--- src/rtl/mult.sv ---
// Sequential signed 32x32 radix-2 Booth multiplier producing a 64-bit HI/LO product.
// One Booth iteration per clock, 32 iterations; start accepted only while idle.
module mult (
    input  logic        clk,
    input  logic        reset,
    input  logic        start,
    input  logic [31:0] Multiplicando,
    input  logic [31:0] Multiplicador,
    output logic [31:0] HI,
    output logic [31:0] LO,
    output logic        busy,
    output logic        done
);

    typedef enum logic [1:0] {
        S_IDLE = 2'd0,
        S_RUN  = 2'd1,
        S_DONE = 2'd2
    } state_t;

    state_t      state_q, state_d;
    logic [32:0] m_q, m_d;
    logic [32:0] a_q, a_d;
    logic [31:0] q_q, q_d;
    logic        qm1_q, qm1_d;
    logic [4:0]  cnt_q, cnt_d;
    logic [31:0] hi_q, hi_d;
    logic [31:0] lo_q, lo_d;
    logic        busy_q, busy_d;
    logic        done_q, done_d;
    logic [65:0] step_s;

    // One Booth step: conditional add/subtract of M, then arithmetic shift of {A,Q,Q-1}.
    function automatic logic [65:0] booth_step(input logic [32:0] a,
                                               input logic [31:0] q,
                                               input logic        qm1,
                                               input logic [32:0] m);
        logic [32:0] sum;
        case ({q[0], qm1})
            2'b01:   sum = a + m;
            2'b10:   sum = a - m;
            default: sum = a;
        endcase
        booth_step = {sum[32], sum, q};
    endfunction

    // Next-state, datapath and output-register computation.
    always_comb begin
        state_d = state_q;
        m_d     = m_q;
        a_d     = a_q;
        q_d     = q_q;
        qm1_d   = qm1_q;
        cnt_d   = cnt_q;
        hi_d    = hi_q;
        lo_d    = lo_q;
        step_s  = booth_step(a_q, q_q, qm1_q, m_q);
        case (state_q)
            S_IDLE: begin
                if (start) begin
                    m_d     = {Multiplicando[31], Multiplicando};
                    a_d     = 33'd0;
                    q_d     = Multiplicador;
                    qm1_d   = 1'b0;
                    cnt_d   = 5'd0;
                    state_d = S_RUN;
                end else begin
                    state_d = S_IDLE;
                end
            end
            S_RUN: begin
                // step_s is {A,Q,Q-1} after the shift.
                a_d   = step_s[65:33];
                q_d   = step_s[32:1];
                qm1_d = step_s[0];
                cnt_d = cnt_q + 5'd1;
                if (cnt_q == 5'd31) begin
                    hi_d    = step_s[64:33];
                    lo_d    = step_s[32:1];
                    state_d = S_DONE;
                end else begin
                    state_d = S_RUN;
                end
            end
            S_DONE: begin
                state_d = S_IDLE;
            end
            default: begin
                state_d = S_IDLE;
            end
        endcase
        busy_d = (state_d != S_IDLE);
        done_d = (state_d == S_DONE);
    end

    // State and datapath registers with synchronous reset.
    always_ff @(posedge clk) begin
        if (reset) begin
            state_q <= S_IDLE;
            m_q     <= 33'd0;
            a_q     <= 33'd0;
            q_q     <= 32'd0;
            qm1_q   <= 1'b0;
            cnt_q   <= 5'd0;
            hi_q    <= 32'd0;
            lo_q    <= 32'd0;
            busy_q  <= 1'b0;
            done_q  <= 1'b0;
        end else begin
            state_q <= state_d;
            m_q     <= m_d;
            a_q     <= a_d;
            q_q     <= q_d;
            qm1_q   <= qm1_d;
            cnt_q   <= cnt_d;
            hi_q    <= hi_d;
            lo_q    <= lo_d;
            busy_q  <= busy_d;
            done_q  <= done_d;
        end
    end

    assign HI   = hi_q;
    assign LO   = lo_q;
    assign busy = busy_q;
    assign done = done_q;

endmodule

--- config.mk ---
export PLATFORM = sky130hd
export DESIGN_NAME = mult
export DESIGN_NICKNAME = d
export VERILOG_FILES = /design/src/rtl/mult.sv
export SDC_FILE = /design/constraint.sdc
export NUM_CORES = 1
export LEC_CHECK = 0
export ABC_AREA = 1
export CELL_PAD_IN_SITES_DETAIL_PLACEMENT = 1
export CELL_PAD_IN_SITES_GLOBAL_PLACEMENT = 2
export CORE_UTILIZATION = 34
export CTS_BUF_LIST = sky130_fd_sc_hd__clkbuf_4 sky130_fd_sc_hd__clkbuf_8
export DETAILED_ROUTE_END_ITERATION = 8
export HOLD_SLACK_MARGIN = 0.15
export PLACE_DENSITY_LB_ADDON = 0.05
export SLEW_MARGIN = 20
export SYNTH_ARGS = -nofsm -noshare
export SYNTH_HDL_FRONTEND = slang
export SYNTH_SLANG_ARGS = --single-unit
export TNS_END_PERCENT = 1
--- constraint.sdc ---
create_clock -name clk -period 6.3 [get_ports clk]
set_clock_uncertainty 0.15 [all_clocks]
set_input_delay 1.26 -clock clk [delete_from_list [all_inputs] [get_ports clk]]
set_output_delay 1.26 -clock clk [all_outputs]
set_load 0.02 [all_outputs]
After elaboration in Yosys (flattened, before gate mapping)
Cells that the tools add are included.

storage, ports and cells
  register bits after elaboration = 171
  input port bits = 67
  output and inout bits = 66

cells by class
  add/sub/neg operators = 3
  equality and inequality tests = 6
  mux-type cells = 12
  reduce and logical (&&, ||, !) cells = 6

operators by type and width
  kind                                           count
  one-hot mux 33 bit (2 select lines)            2
  one-hot mux 32 bit (2 select lines)            1
  adder 33 bit                                   1
  two-way mux 33 bit                             1
  subtractor 33 bit                              1
  two-way mux 32 bit                             1
  one-hot mux 5 bit (2 select lines)             1
  AND reduction 2 bit                            3
  adder 5 x 1 -> 5 bit, second input constant    1
  == test 5 bit, second input constant           1
  two-way mux 5 bit                              1
  == test 2 x 1 -> 1 bit, second input constant  2
  == test 2 bit, second input constant           2
  one-hot mux 2 bit (2 select lines)             1
  nonzero test 2 bit                             2
  logical NOT 2 bit                              1
  two-way mux 1 bit                              2
  two-way mux 2 bit                              1
  inequality test 2 bit, second input constant   1
  one-hot mux 1 bit (2 select lines)             1

Logic depth before layout (Yosys ltp)
  word-level depth = 4
  depth in mapped cells = 25
  mapped depth without buffers = 25

Least setup slack after synthesis
No wires, ideal clock.

  kind = register to register
  start point = register qm1_q
  end point = register hi_q[20] (netlist: HI[20])
  setup time = 0.109 ns
  data arrival time = 2.718 ns
  data required time = 6.041 ns
  setup slack = 3.324 ns
  stages on the path, launching flop included = 22
  clock period less this slack = 2.976 ns
  cells stage by stage = dfxtp_1 -> inv_1 -> ha_1 -> inv_1 -> clkbuf_1 -> nand2_1 -> o21ai_0 -> xor2_1 -> inv_1 -> ha_1 -> a21oi_1 -> o21ai_1 -> a21oi_1 -> o21ai_2 -> nand2_1 -> nand2_1 -> nand2_1 -> nand3_1 -> nand2_1 -> nand2_1 -> nand2_1 -> inv_1

between the ends
  cells in the longest elaborated chain, start to end = 2
  elaborated cells on any way between the ends = 3
  those cells by class = eq/ne: 2; mux: 1

ends and longest elaborated chain
  what                                                     line  text
  start, declared                                          25    logic qm1_q, qm1_d;
  start signal, assigned                                   114   qm1_q <= qm1_d;
  == test 2 bit or == test 2 x 1 -> 1 bit (tied branches)  39    case ({q[0], qm1})
  one-hot mux 33 bit (2 select lines) (*)                  39
  end signal, assigned                                     116   hi_q <= hi_d;
  end, declared                                            27    logic [31:0] hi_q, hi_d;

Mark *: on every way between the ends. The rest lies on a longest branch, timed or not.
A chain may end at the register's enable or synchronous reset.

Final worst setup path
  start point = register q_q[0]
  end point = register hi_q[29] (netlist: HI[29])

between the ends
  cells in the longest elaborated chain, start to end = 2
  elaborated cells on any way between the ends = 3
  those cells by class = eq/ne: 2; mux: 1

ends and longest elaborated chain
  what                                                     line  text
  start, declared                                          24    logic [31:0] q_q, q_d;
  start signal, assigned                                   113   q_q <= q_d;
  == test 2 bit or == test 2 x 1 -> 1 bit (tied branches)  39
  one-hot mux 33 bit (2 select lines) (*)                  39

Marks and branches as above.

==> results.yml <==
synthesis:
  ys_top_cells_by_area: "dfxtp_1 35%, nand2_1 12%, nor2_1 6.4%"
  yosysTopAreaCell: "dfxtp_1"
  synth_seq_cells: 170
  synth_common_cells: "306 x nand2_1, 170 x dfxtp_1, 165 x nor2_1"
  yosysMostFrequentCell: "nand2_1"
  syn_inst: 1423
  ys_seq_area_share_pct: 35.3
  ys_async_sr_fraction_pct: 0
  syn_area_um2: 9640
  avgSynthCellArea_um2: 6.77
  synth_top_area_share_pct: 35.3
  ys_warn_count: 0
  synth_edf_count: 0
  ys.flop_type: "dfxtp_1"
  syn_nets: 1527
  ys_types: 48
min_path:
  hold_depth: 2
  min_path_type: "register to register"
setup_path:
  worst_path_max_delay_cell: "ha_1"
  crit_top_cell: "nand2_1"
  path_max_fanout: 23
  crit_type: "register to register"
  critPathCaptureType: "register"
  path_cells: "ha_1 > buf_4 > inv_1 > o41ai_1 > nand2_2 > nor2_2 > o21ai_1 > xor2_1 > ha_1 > nand2_1 > nor2_1 > nand2_1 > nor3_1 > nand2_1 > nand3_1 > nand3_1 > nand2_1 > nand2_1 > nand2_1 > inv_1"
  cp-start-kind: "register"
  worstPathArrival_ps: 3970
  worstPathRequired_ps: 6510
  r2r.worst_path.cells: 20
  slowest_delay_ps: 430
routing:
  ant_nets: 0
  viasPerCell: 4.98
  first_iter_violations: 495
  firstDrtPassIters: 4
  drt-wirelength-per-cell_um: 17.2
  wirelength_um: 32900
  via_count: 9512
  drc: 0
finish:
  areaGrowthSynthToFinish_pct: 21.0
  final_util_pct: 41.8
  fill_cells: 3590
  drive_above_1_share_pct: 7.57
  final_nets: 1623
  antenna_cells: 0
grt:
  grt_max_degree: 63
  overflow: 0
  grt_pass1_vias: 9497
  grt_antenna_before_repair: 0
  grt_pass1_wl_um: 52500
  track_usage_pct: 23.3
clock_tree:
  cts.sinks: 170
  cts_inserted_buffers: 17
  clk_pin_slew_ps: 110
  cts_root_buf: "clkbuf_8"
  cts_resized: 0
  cts_setup_buffers: 0
  ctsLongestPathBuffers: 2
  cts_hold_buf: 0
  clk_latency_ps: 480
  cts_tree: "done"
  htreeDepth: 4
power_and_ir_drop:
  ir_drop_v: 0.000116
  power.density_nw_per_um2: 225
  p_leak_nw: 4.98
place:
  io_buffers: 132
  finalWeightedCongestion: 0.879
  hpwl_um: 24800
  pre_cts_ws_ps: 2590
sta:
  maxSlewViolCount: 0
  rsz0062_at_grt: "false"
  slew_headroom_pct: 44.8
  setup_viol: 0
  fin_ws_ps: 2550
  hold_viol_final: 0
  min_period_ps: 3750
  tightest_slew_ps: 827
  setup_tns_ps: 0
  period_share_pct: 59.6
  max_freq_mhz: 266
die:
  die_h_um: 170
  die_width_um: 170
  initial_core_util_pct: 34.6
  ios: 133
  core_area_um2: 27900
  die_area_um2: 29000
  rows: 61
status:
  status: "finished, final reports clean"
flow_run:
  maxCapViolCount: 0
[metal layers]
metal  routed length [um]  vias to the layer above  part of all wire (%)  track usage, %
li1                     -                     4828                     -               -
met1                17600                     4538                    54            35.0
met2                14300                      133                    43            35.8
met3                  792                       13                   2.4            2.67
met4                  187                        0                  0.57            4.23
met5                    0                        -                     0               0
[cell usage in the layout, fill, tap and decap left out, types with 5 or more instances in the layout]
cell type	instances
or2_2	13
nor4_1	5
a21oi_1	79
o21a_1	8
or2_1	8
a21oi_2	6
ha_1	36
nand3_1	112
nor3_1	5
o21ai_0	97
clkdlybuf4s50_1	131
o211ai_1	5
nor2_1	164
inv_8	5
nor2_2	5
o221ai_1	11
dfxtp_1	170
a221oi_1	16
a31oi_1	8
inv_2	8
xnor2_1	12
o21ai_1	28
o21bai_1	8
xor2_1	22
inv_1	160
nand2_1	305
nand4_1	10
buf_4	10
clkbuf_8	17
nand2_2	20
[path summary, 6_finish.rpt]
check / startpoint / end / slack (ps)
worst max-delay path: q_q[0] / HI[29] / 2550
worst min-delay path: qm1_q / qm1_q / 330
worst max register to register: q_q[0] / HI[29] / 2550
worst min register to register: qm1_q / qm1_q / 330
[flip-flops by register name, summed over array words and instances (netlist names), 2 cells and up]
signal,flops
LO,32
a_q,32
cnt_q,5
HI,32
m_q,32
q_q,32
state_q,2
[logic make-up after synthesis]
logic type / Yosys count / synth area share (%)
AND/OR/NAND/NOR: 666 / 30.2
AO/OA/AOI/OAI: 282 / 17.2
flip-flops: 170 / 35.3
buffers and inverters: 234 / 9.39
XOR/XNOR: 34 / 3.09
adder cells (fa/ha/maj): 37 / 4.88
[through the flow]
| stage | area [um2] | instances | hold slack (ps) | total power [mW] |
|---|---|---|---|---|
| after detailed placement | 11200 | 1878 | 314 | 1.82 |
| after CTS | 11700 | 1910 | 329 | 2.65 |
| after global routing | 11700 | 1910 | 339 | 2.76 |
| after floorplan | 9640 | 1423 | 288 | 1.60 |
| after global placement | 11200 | 1878 | 300 | 1.82 |
| final | 11700 | 1910 | 325 | 2.62 |
[where the power goes]
part | leakage (nW) | internal, mW | switching (mW)
sequential | 1.38 | 1.12 | 0.0383
clock | 0.209 | 0.312 | 0.508
combinational | 3.38 | 0.221 | 0.425
[layout make-up]
cell class | instances | area [um2] | share of cell area [%]
Tap cell | 378 | 473 | 4.06
Sequential cell | 170 | 3400 | 29.2
Clock inverter | 14 | 173 | 1.48
Timing Repair Buffer | 142 | 1390 | 11.9
Multi-Input combinational cell | 1019 | 5340 | 45.8
Inverter | 169 | 636 | 5.45
Clock buffer | 18 | 241 | 2.07
[critical path, delay by kind of cell, from the launching register on]
family,cells,cell delay (ps)
xor gates and xnor gates,1,200
and+or+nand+nor,12,1510
AOI/OAI and AO/OA,2,240
DFF,1,380
adders and majority gates,2,600
buffers and inverters,3,560
No activity file was read; power rests on OpenSTA's default activity.
